$ cat src/rtl/bcd_down_timer.sv
// bcd_down_timer: loadable DIGITS-digit BCD down-counter with
// per-digit borrow, expiry pulse and IDLE/RUN/PAUSED/DONE control.
//
// Ports:
//   clk, rst          clock, synchronous active-high reset
//   tick              decrement strobe (honoured only in RUN)
//   load, load_val    preset count (digits >9 clamp to 9), back to IDLE
//   start, pause      begin/resume and suspend counting
//   count             current BCD value, digit 0 in [3:0]
//   bo                pulse when digit 0 wraps 0->9 on a decrement
//   expired           pulse when a decrement lands on zero
//   done, busy        level: in DONE / in RUN or PAUSED
//
// Optional feature macro: BCD_DOWN_TIMER_AUTO_RELOAD_EN
//   When defined, zero is not terminal: the timer stays in RUN and the
//   next honoured tick reloads the last loaded value.
module bcd_down_timer #(
  parameter int DIGITS = 2
) (
  input  logic                  clk,
  input  logic                  rst,
  input  logic                  tick,
  input  logic                  load,
  input  logic [4*DIGITS-1:0]   load_val,
  input  logic                  start,
  input  logic                  pause,
  output logic [4*DIGITS-1:0]   count,
  output logic                  bo,
  output logic                  expired,
  output logic                  done,
  output logic                  busy
);

  localparam int W = 4 * DIGITS;

  typedef enum logic [1:0] {
    S_IDLE,
    S_RUN,
    S_PAUSED,
    S_DONE
  } state_t;

  state_t         r_state;
  logic [W-1:0]   r_count;
  logic           r_bo;
  logic           r_exp;
  logic           r_done;
  logic           r_busy;
`ifdef BCD_DOWN_TIMER_AUTO_RELOAD_EN
  logic [W-1:0]   r_reload;
`endif

  logic [W-1:0]   w_dec;
  logic [W-1:0]   w_clamp;
  logic           w_zero;
  logic           w_one;
  logic           w_bo;

  // Ripple-borrow decrement: a zero digit becomes 9 and passes the
  // borrow up; the first non-zero digit absorbs it.
  always_comb begin
    logic b;
    w_dec   = r_count;
    w_clamp = load_val;
    b       = 1'b1;
    for (int i = 0; i < DIGITS; i++) begin
      if (load_val[4*i +: 4] > 4'd9)
        w_clamp[4*i +: 4] = 4'd9;
      if (b) begin
        if (r_count[4*i +: 4] == 4'd0) begin
          w_dec[4*i +: 4] = 4'd9;
        end else begin
          w_dec[4*i +: 4] = r_count[4*i +: 4] - 4'd1;
          b = 1'b0;
        end
      end
    end
  end

  assign w_zero = (r_count == '0);
  assign w_one  = (r_count == W'(1));
  assign w_bo   = (r_count[3:0] == 4'd0);

  always_ff @(posedge clk) begin
    if (rst) begin
      r_state <= S_IDLE;
      r_count <= '0;
      r_bo    <= 1'b0;
      r_exp   <= 1'b0;
      r_done  <= 1'b0;
      r_busy  <= 1'b0;
`ifdef BCD_DOWN_TIMER_AUTO_RELOAD_EN
      r_reload <= '0;
`endif
    end else begin
      r_bo  <= 1'b0;
      r_exp <= 1'b0;
      if (load) begin
        r_count <= w_clamp;
        r_state <= S_IDLE;
        r_done  <= 1'b0;
        r_busy  <= 1'b0;
`ifdef BCD_DOWN_TIMER_AUTO_RELOAD_EN
        r_reload <= w_clamp;
`endif
      end else begin
        unique case (r_state)
          S_IDLE: begin
            // pause outranks start, and a zero count cannot run
            if (start && !pause && !w_zero) begin
              r_state <= S_RUN;
              r_busy  <= 1'b1;
            end
          end
          S_RUN: begin
            if (pause) begin
              r_state <= S_PAUSED;
            end else if (tick) begin
`ifdef BCD_DOWN_TIMER_AUTO_RELOAD_EN
              if (w_zero) begin
                r_count <= r_reload;
              end else if (w_one) begin
                r_count <= '0;
                r_exp   <= 1'b1;
              end else begin
                r_count <= w_dec;
                r_bo    <= w_bo;
              end
`else
              if (w_zero || w_one) begin
                r_count <= '0;
                r_exp   <= !w_zero;
                r_state <= S_DONE;
                r_done  <= 1'b1;
                r_busy  <= 1'b0;
              end else begin
                r_count <= w_dec;
                r_bo    <= w_bo;
              end
`endif
            end
          end
          S_PAUSED: begin
            if (start && !pause)
              r_state <= S_RUN;
          end
          S_DONE: begin
            r_state <= S_DONE;
          end
          default: begin
            r_state <= S_IDLE;
            r_busy  <= 1'b0;
            r_done  <= 1'b0;
          end
        endcase
      end
    end
  end

  assign count   = r_count;
  assign bo      = r_bo;
  assign expired = r_exp;
  assign done    = r_done;
  assign busy    = r_busy;

endmodule
$ cat config.mk
export PLATFORM = sky130hd
export DESIGN_NAME = bcd_down_timer
export DESIGN_NICKNAME = d
export VERILOG_FILES = /design/src/rtl/bcd_down_timer.sv
export SDC_FILE = /design/constraint.sdc
export NUM_CORES = 1
export LEC_CHECK = 0
export BUFFER_PORTS_ARGS = -buffer_cell sky130_fd_sc_hd__buf_2
export CORE_AREA = 2 2 49 51
export CTS_CLUSTER_DIAMETER = 40
export DETAILED_ROUTE_END_ITERATION = 6
export DIE_AREA = 0 0 51 53
export GPL_ROUTABILITY_DRIVEN = 0
export PLACE_DENSITY = 0.68
export SYNTH_ARGS = -nofsm -noshare
export SYNTH_HDL_FRONTEND = slang
export SYNTH_SLANG_ARGS = --single-unit
$ cat constraint.sdc
create_clock -name clk -period 4.25 [get_ports clk]
set_input_delay 0.85 -clock clk [delete_from_list [all_inputs] [get_ports clk]]
set_output_delay 0.85 -clock clk [all_outputs]
set_load 0.05 [all_outputs]
==> results of run 1 <==
power groups by stage:
stage	sequential [mW]	combinational, mW	clock, mW
after floorplan	0.176	0.0745	0
after global placement	0.152	0.128	0
after detailed placement	0.153	0.129	0
after CTS	0.150	0.130	0.0968
after global routing	0.151	0.143	0.105
final	0.150	0.130	0.0955
cell families (layout without fill, tap and decap cells):
family,count (synthesis),count (layout),share of synthesized area (%)
AOI/OAI and AO/OA,40,40,33.42
and+or+nand+nor,32,32,22.87
DFF,14,14,30.31
buffers and inverters,16,41,6.630
adders and majority gates,5,5,6.766
worst max path at each step:
stage,end,start
after floorplan,count[3],count[0]
after global placement,count[1],pause
after detailed placement,count[0],pause
after CTS,count[1],count[0]
after global routing,count[1],count[0]
final,count[1],count[0]
area by class of cell:
class | count | share of cell area, %
Timing Repair Buffer | 25 | 11.33
Multi-Input combinational cell | 77 | 52.77
Inverter | 12 | 4.077
Clock buffer | 4 | 3.284
Tap cell | 28 | 3.171
Sequential cell | 14 | 25.37
state kept, by name, summed over array words and instances, names as in the netlist:
name	cells
bo	1
r_state	2
done	1
busy	1
count	8
expired	1
per-stage QoR:
stage	cell area (um2)	hold slack [ps]	total power [mW]	std cells
floorplan	924.6	465.9	0.2509	107
global placement	1069	447.3	0.2802	156
detailed placement	1069	450.1	0.2823	156
CTS	1105	470.2	0.3770	160
global route	1105	515.0	0.3990	160
finish	1105	464.5	0.3755	160
placed cells by master, fill, tap and decap left out, types with 3 or more instances in the layout:
| cell type | instances |
|---|---|
| nor2_1 | 8 |
| o21ai_0 | 7 |
| buf_2 | 25 |
| nor2b_1 | 3 |
| clkbuf_4 | 3 |
| a21oi_1 | 7 |
| o21a_1 | 3 |
| nand2_1 | 4 |
| inv_1 | 12 |
| o31ai_1 | 4 |
| dfxtp_1 | 14 |
| ha_1 | 5 |
critical path, cell delays in order (launching register included):
cell and delay [ps]:
dfxtp_1 430, inv_1 140, ha_1 240, or2_4 250, a311oi_4 500, a221oi_1 170
a211oi_1 230
per-layer routing:
layer	GRT usage [%]	vias to the layer above
met5	0	-
met4	6.306	0
met3	4.237	4
met2	32.68	26
met1	20.24	417
li1	-	454
==> flow_summary.toml, run 1 <==
[clocking]
cts_max_level = 1
numCtsBuffers = 3
post_cts_buffers = 0
clockBufferDepth = 2
ctsRootBufferMaster = "clkbuf_4"
cts_tree = "yes"
cts_hold_buf = 0
clkSlewWorstSetupHoldPaths_ps = 90
cts.sinks = 14
ctsResizeCount = 0
clock_latency_ps = 280

[yosys]
yosysTopAreaCellShare_pct = 30.31
syn_avg_cell_area_um2 = 8.641
synth-edff-count = 0
synth.area.top_cells = "dfxtp_1 (30%), ha_1 (6.8%), inv_1 (4.9%)"
synthArstFlopShare_pct = 0
yosys-top-cells-count = "dfxtp_1 (14), inv_1 (12), nor2_1 (8), a21oi_1 (7), o21ai_0 (7)"
syn_inst = 107
netlist_area_um2 = 924.6
synth_cell_types = 42
synth_area_leader_cell = "dfxtp_1"
synth_seq_cells = 14
syn-num-nets = 126
synthFlopType = "dfxtp_1"
synth_most_common_cell = "dfxtp_1"
ys_warn_count = 0
ys_seq_area_share_pct = 30.31

[grt]
grt_use_total_pct = 17.92
grt_pass1_wl_um = 3705
gr-total-overflow = 0
grt_pass1_vias = 887
grt_max_degree = 21
antenna_found_initial = 0

[placement]
dp_hpwl_um = 1597
port_buffers = 25
pre_cts_slack_ps = 1989

[route]
drt-initial-drc-count = 15
wl_per_cell_um = 13.38
wl_met1_um = 981
drt_wl_total_um = 2141
drcViolationCount = 0
top_layer = "met4"
vias_per_cell = 5.631
route.met3.wl_um = 115
route.vias.total = 901
wl_met2_um = 1016
drtAntennaViolNets = 0
firstDrtPassIters = 4

[sta]
timing.fmax_mhz = 489.5
hold_violations = 0
rsz0062_at_grt = "no"
setup-violations-final = 0
maxSlewHeadroom_pct = 51.81
skew_ps = 4.296
finalCriticalPeriod_ps = 2043
fin_setup_tns_ps = 0
setup_slack_ps = 2207
finalCritPeriodShare_pct = 48.06
worst_pin_slew_ps = 720.2
drv_slew = 0

[pwr]
pwr-share-comb_pct = 34.6
p_sw_uw = 136.7
max-vdd-ir-drop_v = 0.0002530
p_clk_share_pct = 25.4
p_int_uw = 238.8
leakagePower_nw = 0.4739
switching_share_pct = 36.40
seqPwrFrac_pct = 39.9
pwr_density_cell_mw_per_mm2 = 339.9

[setup_path]
reg2reg_to = "count[1]"
arrival_ps = 2240
crit_path_end_kind = "register"
path_max_fanout = 9
rr_startpoint = "count[0]"
r2r_cells = 6
path_class = "register to register"
cp-start-kind = "register"
cp.required_ps = 4450
r2r_setup_slack_ps = 2210

[job]
maxCapViolCount = 0

[floorplanning]
die_w_um = 51
coreArea_mm2 = 0.002148
initial_core_util_pct = 43.04
die_area_mm2 = 0.002703
die_y_um = 53
ios = 26
core.rowCount = 17

[hold_path]
hp-start = "done"
hp-class = "register to register"
hold_end = "done"
holdPathStages = 1

[final_layout]
seqCellArea_um2 = 280.3
fill_cells = 214
final_core_util_pct = 51.43
area_growth_pct = 19.49
n_antenna_cell = 0
multi_input_area_um2 = 583.1
drive_above_1_share_pct = 31.06
nNetsFinal = 152

[run_status]
status = "finished clean"
No activity file was read; power rests on OpenSTA's default activity.
==> run 2, diff against run 1 <==
==> constraint.sdc (replaced) <==
create_clock -name clk -period 1.95 [get_ports clk]
set_input_delay 0.39 -clock clk [delete_from_list [all_inputs] [get_ports clk]]
set_output_delay 0.39 -clock clk [all_outputs]
set_load 0.05 [all_outputs]
==> run 2 against run 1 <==
Compared with the run above: via count is 4.7% higher; total power up 130%; clock-buffer cell count unchanged; combinational power increased by 130%; die area unchanged; clock skew fell by 1.3 ps; sequential share of layout area fell by 0.093 points; largest cell class unchanged; non-clock buffer count increased by 1; sequential power up 120%.
==> flow_summary.toml, run 2 (synthesis gave the netlist of run 1 again) <==
[route]
vias_per_cell = 5.857
wl_per_cell_um = 14.19
firstDrtPassIters = 4
drt-initial-drc-count = 9
drcViolationCount = 0
route.vias.total = 943
drt_wl_total_um = 2284
drtAntennaViolNets = 0

[setup_path]
crit_path_end_kind = "register"
slowest_stage = "or4_1"
path_max_fanout = 5
arrival_ps = 2090
cp.required_ps = 2160
cp-start-kind = "register"
path_class = "register to register"
path_cells = "inv_1 > ha_1 > or2_4 > and3_4 > or4_1 > a21oi_1"
slowest_delay_ps = 500

[sta]
timing.fmax_mhz = 533.6
hold_violations = 0
holdWs_ps = 425.1
setup_slack_ps = 75.97
finalCriticalPeriod_ps = 1874
worst_pin_slew_ps = 735.3
maxSlewHeadroom_pct = 50.80
drv_slew = 0
fin_setup_tns_ps = 0
rsz0062_at_grt = "no"
skew_ps = 3.044
finalCritPeriodShare_pct = 96.10
setup-violations-final = 0

[grt]
grt_max_degree = 21
grt_pass1_wl_um = 3870
antenna_found_initial = 0
grt_pass1_vias = 892
grt_use_total_pct = 19.24
gr-total-overflow = 0

[floorplanning]
coreArea_mm2 = 0.002148
ios = 26
die_y_um = 53
core.rowCount = 17
initial_core_util_pct = 43.04
die_w_um = 51
die_area_mm2 = 0.002703

[placement]
pre_cts_slack_ps = 61.41
dp_cells = 156
placed_area_mm2 = 0.001076
port_buffers = 25
dp_hpwl_um = 1689

[clocking]
clock_latency_ps = 280
cts.sinks = 14
cts_hold_buf = 0
clkSlewWorstSetupHoldPaths_ps = 90
ctsRootBufferMaster = "clkbuf_4"
clockBufferDepth = 2
cts_tree = "yes"
cts_max_level = 1
numCtsBuffers = 3

[final_layout]
fill_cells = 218
nNetsFinal = 153
largest_reg_flops = 8
final_core_util_pct = 53.00
final_common_cell = "buf_2"
n_antenna_cell = 0
drive_above_1_share_pct = 36.09
area_growth_pct = 23.14
fin_area_mm2 = 0.001139
final-instance-count-excl-fill = 161
final_cell_mix = "buf_2 (25), inv_1 (11), dfxtp_1 (10), nor2_1 (8)"

[pwr]
leakagePower_nw = 0.4826
max-vdd-ir-drop_v = 0.0004539
power.total_uw = 845.2
pwr_density_cell_mw_per_mm2 = 742.3

[run_status]
status = "finished clean"

[hold_path]
hp-class = "input port to register"

[job]
maxCapViolCount = 0
run 2: area by class of cell:
class,instances,area (um2),share of cell area (%)
Multi-Input combinational cell,77,601.8,52.86
Sequential cell,14,287.8,25.27
Timing Repair Buffer,26,132.6,11.65
Inverter,12,45.04,3.956
Clock buffer,4,36.28,3.187
Tap cell,28,35.03,3.077
run 2: critical path: cells and delay by family, from the launching register on:
kind | cells | cell delay, ps
flops | 1 | 370
buf+inv | 1 | 80
compound gates | 1 | 150
simple gates | 3 | 970
fa+ha+maj | 1 | 240
run 2: repair_timing:
item                       4_1_cts  5_1_grt
setup endpoints to repair        0        5
gates resized for setup          0        4
buffers inserted                 0        1
run 2: report_power, final:
| part | internal (mW) | total [mW] | switching (mW) |
|---|---|---|---|
| registers | 0.304 | 0.330 | 0.0252 |
| logic | 0.114 | 0.300 | 0.185 |
| clock network | 0.114 | 0.216 | 0.102 |
| total | 0.533 | 0.845 | 0.313 |
run 2: path summary, 6_finish.rpt:
check                              start  slack, ps          to  cells past startpoint
worst max-delay path            count[0]         80    count[3]                      6
worst min-delay path                tick        430  r_state[1]                      3
worst max register to register  count[0]         80    count[3]                      6
worst min register to register      done        480        done                      1
run 2: metal layers:
layer  vias to the layer above  share of wire [%]  global-route usage, %  routed length (um)
met5                         -                  0                      0                   0
met4                         0                2.8                  11.26                  63
met3                         8                4.6                  3.390                 105
met2                        28                 46                  32.25                1061
met1                       450                 46                  23.01                1053
li1                        457                  -                      -                   -
